==> src/rtl/fifo_pkg.sv <==
// Shared types and helpers for the FIFO drain path: FSM state encoding,
// default word width and the counter-width helper.
package fifo_pkg;

    localparam int DEFAULT_DATA_WIDTH = 8;

    typedef enum logic [2:0] {
        IDLE    = 3'd0,
        CAPTURE = 3'd1,
        START   = 3'd2,
        DATA    = 3'd3,
        PARITY  = 3'd4,
        STOP    = 3'd5
    } drain_state_t;

    // Bits needed to hold n-1, never narrower than one bit.
    function automatic int cnt_width(input int n);
        return (n <= 2) ? 1 : $clog2(n);
    endfunction

endpackage

==> src/rtl/uart_baud_tick.sv <==
// Baud divider: counts 0..CLKS_PER_BIT-1 and emits a one-cycle tick on the
// last count; clr forces the count back to zero and suppresses the tick.
module uart_baud_tick
    import fifo_pkg::*;
#(
    parameter int CLKS_PER_BIT = 4
) (
    input  logic clk,
    input  logic rst_n,
    input  logic clr,
    output logic tick
);

    localparam int CNT_W = cnt_width(CLKS_PER_BIT);
    localparam logic [CNT_W-1:0] CNT_MAX = CNT_W'(CLKS_PER_BIT - 1);

    logic [CNT_W-1:0] cnt_q;
    logic [CNT_W-1:0] cnt_d;

    always_comb begin
        cnt_d = cnt_q + 1'b1;
        if (clr || (cnt_q == CNT_MAX)) begin
            cnt_d = '0;
        end
    end

    always_ff @(posedge clk) begin
        if (!rst_n) begin
            cnt_q <= '0;
        end else begin
            cnt_q <= cnt_d;
        end
    end

    assign tick = (cnt_q == CNT_MAX) && !clr;

endmodule

==> src/rtl/fifo_uart_drain.sv <==
// Pops bytes from the FIFO read port and sends each as a UART frame, LSB
// first. Define FIFO_UART_PARITY_EN to insert an even-parity bit after data.
module fifo_uart_drain
    import fifo_pkg::*;
#(
    parameter int CLKS_PER_BIT = 4,
    parameter int DATA_WIDTH   = DEFAULT_DATA_WIDTH
) (
    input  logic                  clk,
    input  logic                  rst_n,
    input  logic                  ena,
    input  logic                  fifo_empty,
    input  logic [DATA_WIDTH-1:0] fifo_rd_data,
    output logic                  fifo_pop,
    output logic                  tx,
    output logic                  busy,
    output logic [7:0]            frames_sent
);

    localparam int BIT_W = cnt_width(DATA_WIDTH);
    localparam logic [BIT_W-1:0] LAST_BIT = BIT_W'(DATA_WIDTH - 1);

    drain_state_t          state_q, state_d;
    logic                  tx_q, tx_d;
    logic [BIT_W-1:0]      bit_q, bit_d;
    logic [7:0]            frames_q, frames_d;
    logic [DATA_WIDTH-1:0] shift_q, shift_d;
`ifdef FIFO_UART_PARITY_EN
    logic                  par_q, par_d;
`endif

    logic baud_clr;
    logic baud_tick;

    // Pop is decided combinationally in IDLE so the head word arrives during
    // CAPTURE; rst_n gates it so no pop escapes while reset is held.
    assign fifo_pop = rst_n && (state_q == IDLE) && ena && !fifo_empty;
    assign busy     = fifo_pop || (state_q != IDLE);
    assign baud_clr = (state_q == IDLE) || (state_q == CAPTURE);

    uart_baud_tick #(
        .CLKS_PER_BIT(CLKS_PER_BIT)
    ) u_baud (
        .clk  (clk),
        .rst_n(rst_n),
        .clr  (baud_clr),
        .tick (baud_tick)
    );

    always_comb begin
        state_d  = state_q;
        tx_d     = tx_q;
        bit_d    = bit_q;
        frames_d = frames_q;
        shift_d  = shift_q;
`ifdef FIFO_UART_PARITY_EN
        par_d    = par_q;
`endif
        case (state_q)
            IDLE: begin
                tx_d = 1'b1;
                if (fifo_pop) begin
                    state_d = CAPTURE;
                end
            end
            CAPTURE: begin
                shift_d = fifo_rd_data;
`ifdef FIFO_UART_PARITY_EN
                par_d   = ^fifo_rd_data;
`endif
                tx_d    = 1'b0;
                state_d = START;
            end
            START: begin
                if (baud_tick) begin
                    state_d = DATA;
                    bit_d   = '0;
                    tx_d    = shift_q[0];
                end
            end
            DATA: begin
                if (baud_tick) begin
                    shift_d = shift_q >> 1;
                    if (bit_q == LAST_BIT) begin
`ifdef FIFO_UART_PARITY_EN
                        state_d = PARITY;
                        tx_d    = par_q;
`else
                        state_d = STOP;
                        tx_d    = 1'b1;
`endif
                    end else begin
                        bit_d = bit_q + 1'b1;
                        tx_d  = shift_q[1];
                    end
                end
            end
`ifdef FIFO_UART_PARITY_EN
            PARITY: begin
                if (baud_tick) begin
                    state_d = STOP;
                    tx_d    = 1'b1;
                end
            end
`endif
            STOP: begin
                if (baud_tick) begin
                    state_d  = IDLE;
                    frames_d = frames_q + 8'd1;
                    tx_d     = 1'b1;
                end
            end
            default: begin
                state_d = IDLE;
                tx_d    = 1'b1;
            end
        endcase
    end

    always_ff @(posedge clk) begin
        if (!rst_n) begin
            state_q  <= IDLE;
            tx_q     <= 1'b1;
            bit_q    <= '0;
            frames_q <= 8'd0;
        end else begin
            state_q  <= state_d;
            tx_q     <= tx_d;
            bit_q    <= bit_d;
            frames_q <= frames_d;
        end
    end

    // Payload registers carry no reset; CAPTURE always reloads them.
    always_ff @(posedge clk) begin
        shift_q <= shift_d;
`ifdef FIFO_UART_PARITY_EN
        par_q   <= par_d;
`endif
    end

    assign tx          = tx_q;
    assign frames_sent = frames_q;

endmodule
==> config.mk <==
export PLATFORM = sky130hd
export DESIGN_NAME = fifo_uart_drain
export DESIGN_NICKNAME = d
export VERILOG_FILES = /design/src/rtl/fifo_pkg.sv /design/src/rtl/uart_baud_tick.sv /design/src/rtl/fifo_uart_drain.sv
export SDC_FILE = /design/constraint.sdc
export NUM_CORES = 1
export LEC_CHECK = 0
export ABC_CLOCK_PERIOD_IN_PS = 2720
export CORE_MARGIN = 2
export CORE_UTILIZATION = 36
export DETAILED_ROUTE_END_ITERATION = 6
export PLACE_DENSITY = 0.67
export SETUP_SLACK_MARGIN = 0.5
export SYNTH_ARGS = -nofsm -noshare
export SYNTH_HDL_FRONTEND = slang
export SYNTH_HIERARCHICAL = 1
export SYNTH_SLANG_ARGS = --single-unit
export TNS_END_PERCENT = 100
==> constraint.sdc <==
create_clock -name clk -period 2.72 [get_ports clk]
set_input_delay 0.68 -clock clk [delete_from_list [all_inputs] [get_ports clk]]
set_output_delay 0.68 -clock clk [all_outputs]
set_load 0.01 [all_outputs]
==> flow_metrics.env <==
export IMPL_drtAntennaViolNets=0
export IMPL_cts_buffers=3
export IMPL_drt_wl_total_um=2250
export IMPL_worstMarginPinSlew_ns=0.461
export IMPL_clock_latency_ns=0.31
export IMPL_cp_end_kind="primary output"
export IMPL_synth_nets=130
export IMPL_firstDrtPassIters=2
export IMPL_cts_max_level=1
export IMPL_fin_crit_ns=2.08
export IMPL_place_gp_congestion=0.709
export IMPL_grt_pass1_vias=931
export IMPL_postCtsSetupRepairBufs=0
export IMPL_grt_pass1_wl_um=3970
export IMPL_maxCapViolations=0
export IMPL_status="finished clean"
export IMPL_ir_worst_vdd_mv=0.280
export IMPL_antenna_cells=0
export IMPL_start_kind="register"
export IMPL_vias=907
export IMPL_met1_usage=0.146
export IMPL_fp_row_count=21
export IMPL_synth_mux_area_frac=0.0860
export IMPL_crit_fanout=14
export IMPL_syn_inst=114
export IMPL_dieArea_um2=4010
export IMPL_core_um2=3360
export IMPL_synth_top_family_by_area="simple AND/OR/NAND/NOR gates"
export IMPL_synth_compound_area_frac=0.0771
export IMPL_cp_arrival_ns=1.40
export IMPL_clock_sinks=25
export IMPL_ys_types=43
export IMPL_wl_per_cell_um=12.2
export IMPL_clock_path_buffers=2
export IMPL_initial_core_util=0.376
export IMPL_dpl_hpwl_um=1680
export IMPL_p_total_mw=0.872
export IMPL_grtUsageTotal=0.122
export IMPL_synthXorXnorAreaFrac=0.0553
export IMPL_clk_pin_slew_ns=0.14
export IMPL_yosys_area_share_adder=0.0395
export IMPL_max_slew_margin=0.692
export IMPL_antenna_found_initial=0
export IMPL_die_w_um=63.3
export IMPL_syn_area_um2=1270
export IMPL_final_core_util=0.463
export IMPL_finalNetCount=156
export IMPL_synthSimpleGateAreaFrac=0.242
export IMPL_area_growth_synth_to_final_pct=22.9
export IMPL_grt_max_degree=16
export IMPL_portBuffers=22
export IMPL_dieHeight_um=63.3
export IMPL_rsz0062_at_grt="false"
export IMPL_busiest_layer="met2"
export IMPL_fill_cells=343
export IMPL_path_class="reg -> out"
export IMPL_grt_overflow=0
export IMPL_fin_setup_tns_ns=0
export IMPL_vias_per_cell=4.90
export IMPL_drive_above_1_share=0.209
export IMPL_globalRouteMet3Util=0.0286
export IMPL_drc=0
export IMPL_grtUsageMet2=0.213
export IMPL_setup_viol=0
export IMPL_hp_class="reg -> reg"
export IMPL_fin_crit_sh=0.764
export IMPL_critPathRequiredTime_ns=2.04
export IMPL_power_density_nw_per_um2=560
export IMPL_drt_iter0_drc=14
export IMPL_seq_area_um2=582
export IMPL_ys_seq_area_frac=0.458
export IMPL_fmax_ghz=0.481
export IMPL_instances_no_fill=185
export IMPL_avgSynthCellArea_um2=11.1
export IMPL_hold_violations=0
export IMPL_postPlaceCellArea_um2=1530
export IMPL_design_area_um2=1560
export IMPL_leakage_nw=0.631
export IMPL_cts_tree="done"
export IMPL_slew_violations=0
export IMPL_cts_root_buf="clkbuf_4"
export IMPL_multi_input_area_um2=639
export IMPL_fin_worst_skew_ns=0.00932
export IMPL_dp_cells=181
export IMPL_ys_warn_count=6
export IMPL_synth_seq_cells=25
export IMPL_io_pins=23
[Yosys cell counts (all sizes together)]
| cell type | count | area share |
|---|---|---|
| nor3 | 3 | 0.016 |
| o211ai | 3 | 0.022 |
| and2b | 1 | 0.0069 |
| and3b | 1 | 0.0069 |
| nor2 | 3 | 0.011 |
| nor4 | 1 | 0.0049 |
| nand3b | 3 | 0.018 |
| and4 | 1 | 0.0069 |
| mux2 | 7 | 0.062 |
| edfxtp | 8 | 0.19 |
| xnor2 | 5 | 0.035 |
| and2 | 8 | 0.040 |
| nor2b | 4 | 0.022 |
| a21boi | 2 | 0.012 |
| a22oi | 1 | 0.0059 |
| o21ai | 3 | 0.015 |
| clkbuf | 1 | 0.0030 |
| and4bb | 1 | 0.0099 |
| nand2 | 9 | 0.029 |
| buf | 3 | 0.024 |
| nand4 | 3 | 0.015 |
| nor4b | 1 | 0.012 |
| dfxtp | 17 | 0.27 |
| mux2i | 3 | 0.024 |
| a32oi | 1 | 0.0069 |
| xor2 | 3 | 0.021 |
| nand4b | 1 | 0.019 |
| a211oi | 1 | 0.0059 |
| ha | 4 | 0.040 |
| a21oi | 1 | 0.0039 |
| inv | 5 | 0.015 |
| nand3 | 4 | 0.016 |
| and4b | 1 | 0.011 |
| a21o | 1 | 0.0059 |
[final cells by class]
type / count / share of cell area
sequential: 25 / 0.374
inverter: 5 / 0.0121
multi-input combinational: 80 / 0.411
tap: 46 / 0.0370
timing repair buffer: 25 / 0.150
clock buffer: 4 / 0.0169
[critical path, stage by stage (launching register included)]
cell     delay [ns]
dfxtp_1        0.63
nor2_1         0.18
nand3_1        0.14
buf_2          0.14
[routing by layer]
metal  part of all wire  up-vias
met4             0.0062        0
met5                  0        -
met2               0.48       19
met1               0.47      427
li1                   -      459
met3              0.041        2
[placed cells by master (no fill, tap or decap), types with 4 or more instances in the layout]
| cell | n |
|---|---|
| inv_1 | 5 |
| clkdlybuf4s50_1 | 17 |
| ha_1 | 4 |
| and2_1 | 8 |
| dfxtp_1 | 16 |
| xnor2_1 | 5 |
| mux2_2 | 7 |
| nand2_1 | 8 |
| nand3_1 | 4 |
| edfxtp_1 | 8 |
[path summary, 6_finish.rpt]
| kind | cells past startpoint | end | start | slack (ns) |
|---|---|---|---|---|
| worst max-delay path | 3 | busy | state_q[1] | 0.64 |
| worst min-delay path | 1 | u_baud/cnt_q[0] | u_baud/cnt_q[0] | 0.46 |
| worst max register to register | 5 | shift_q[0] | state_q[1] | 0.78 |
| worst min register to register | 1 | u_baud/cnt_q[0] | u_baud/cnt_q[0] | 0.46 |
[power breakdown]
part | internal (mW) | total [mW] | switching [mW]
Combinational | 0.114 | 0.204 | 0.0894
Clock | 0.0573 | 0.164 | 0.107
Sequential | 0.447 | 0.504 | 0.0564
Total | 0.619 | 0.872 | 0.253
[timing repair]
| item | CTS | global route |
|---|---|---|
| gates resized for setup | 11 | 5 |
| hold buffers | 0 | 0 |
| setup endpoints to repair | 2 | 2 |
| pin swaps | 0 | 1 |
| gates cloned | 0 | 0 |
[logic make-up (layout without fill, tap and decap cells)]
group           after synthesis  in the layout
simple gates                 45             45
xor+xnor                      8              8
buf+inv                       9             34
compound gates               13             13
fa+ha+maj                     4              4
mux                          10             10
flops                        25             25
[state kept, by name, indices dropped and copies added (netlist names)]
register	flops
bit_q	3
frames_sent	8
shift_q	8
state_q	3
tx	1
u_baud/cnt_q	2
[through the flow]
| step | setup slack, ns | hold WS, ns |
|---|---|---|
| after floorplan | 0.691 | 0.421 |
| after global placement | -0.0815 | 0.428 |
| after detailed placement | -0.115 | 0.438 |
| after CTS | 0.441 | 0.462 |
| after global routing | 0.561 | 0.483 |
| final | 0.642 | 0.458 |
(Power assumes the default switching activity.)
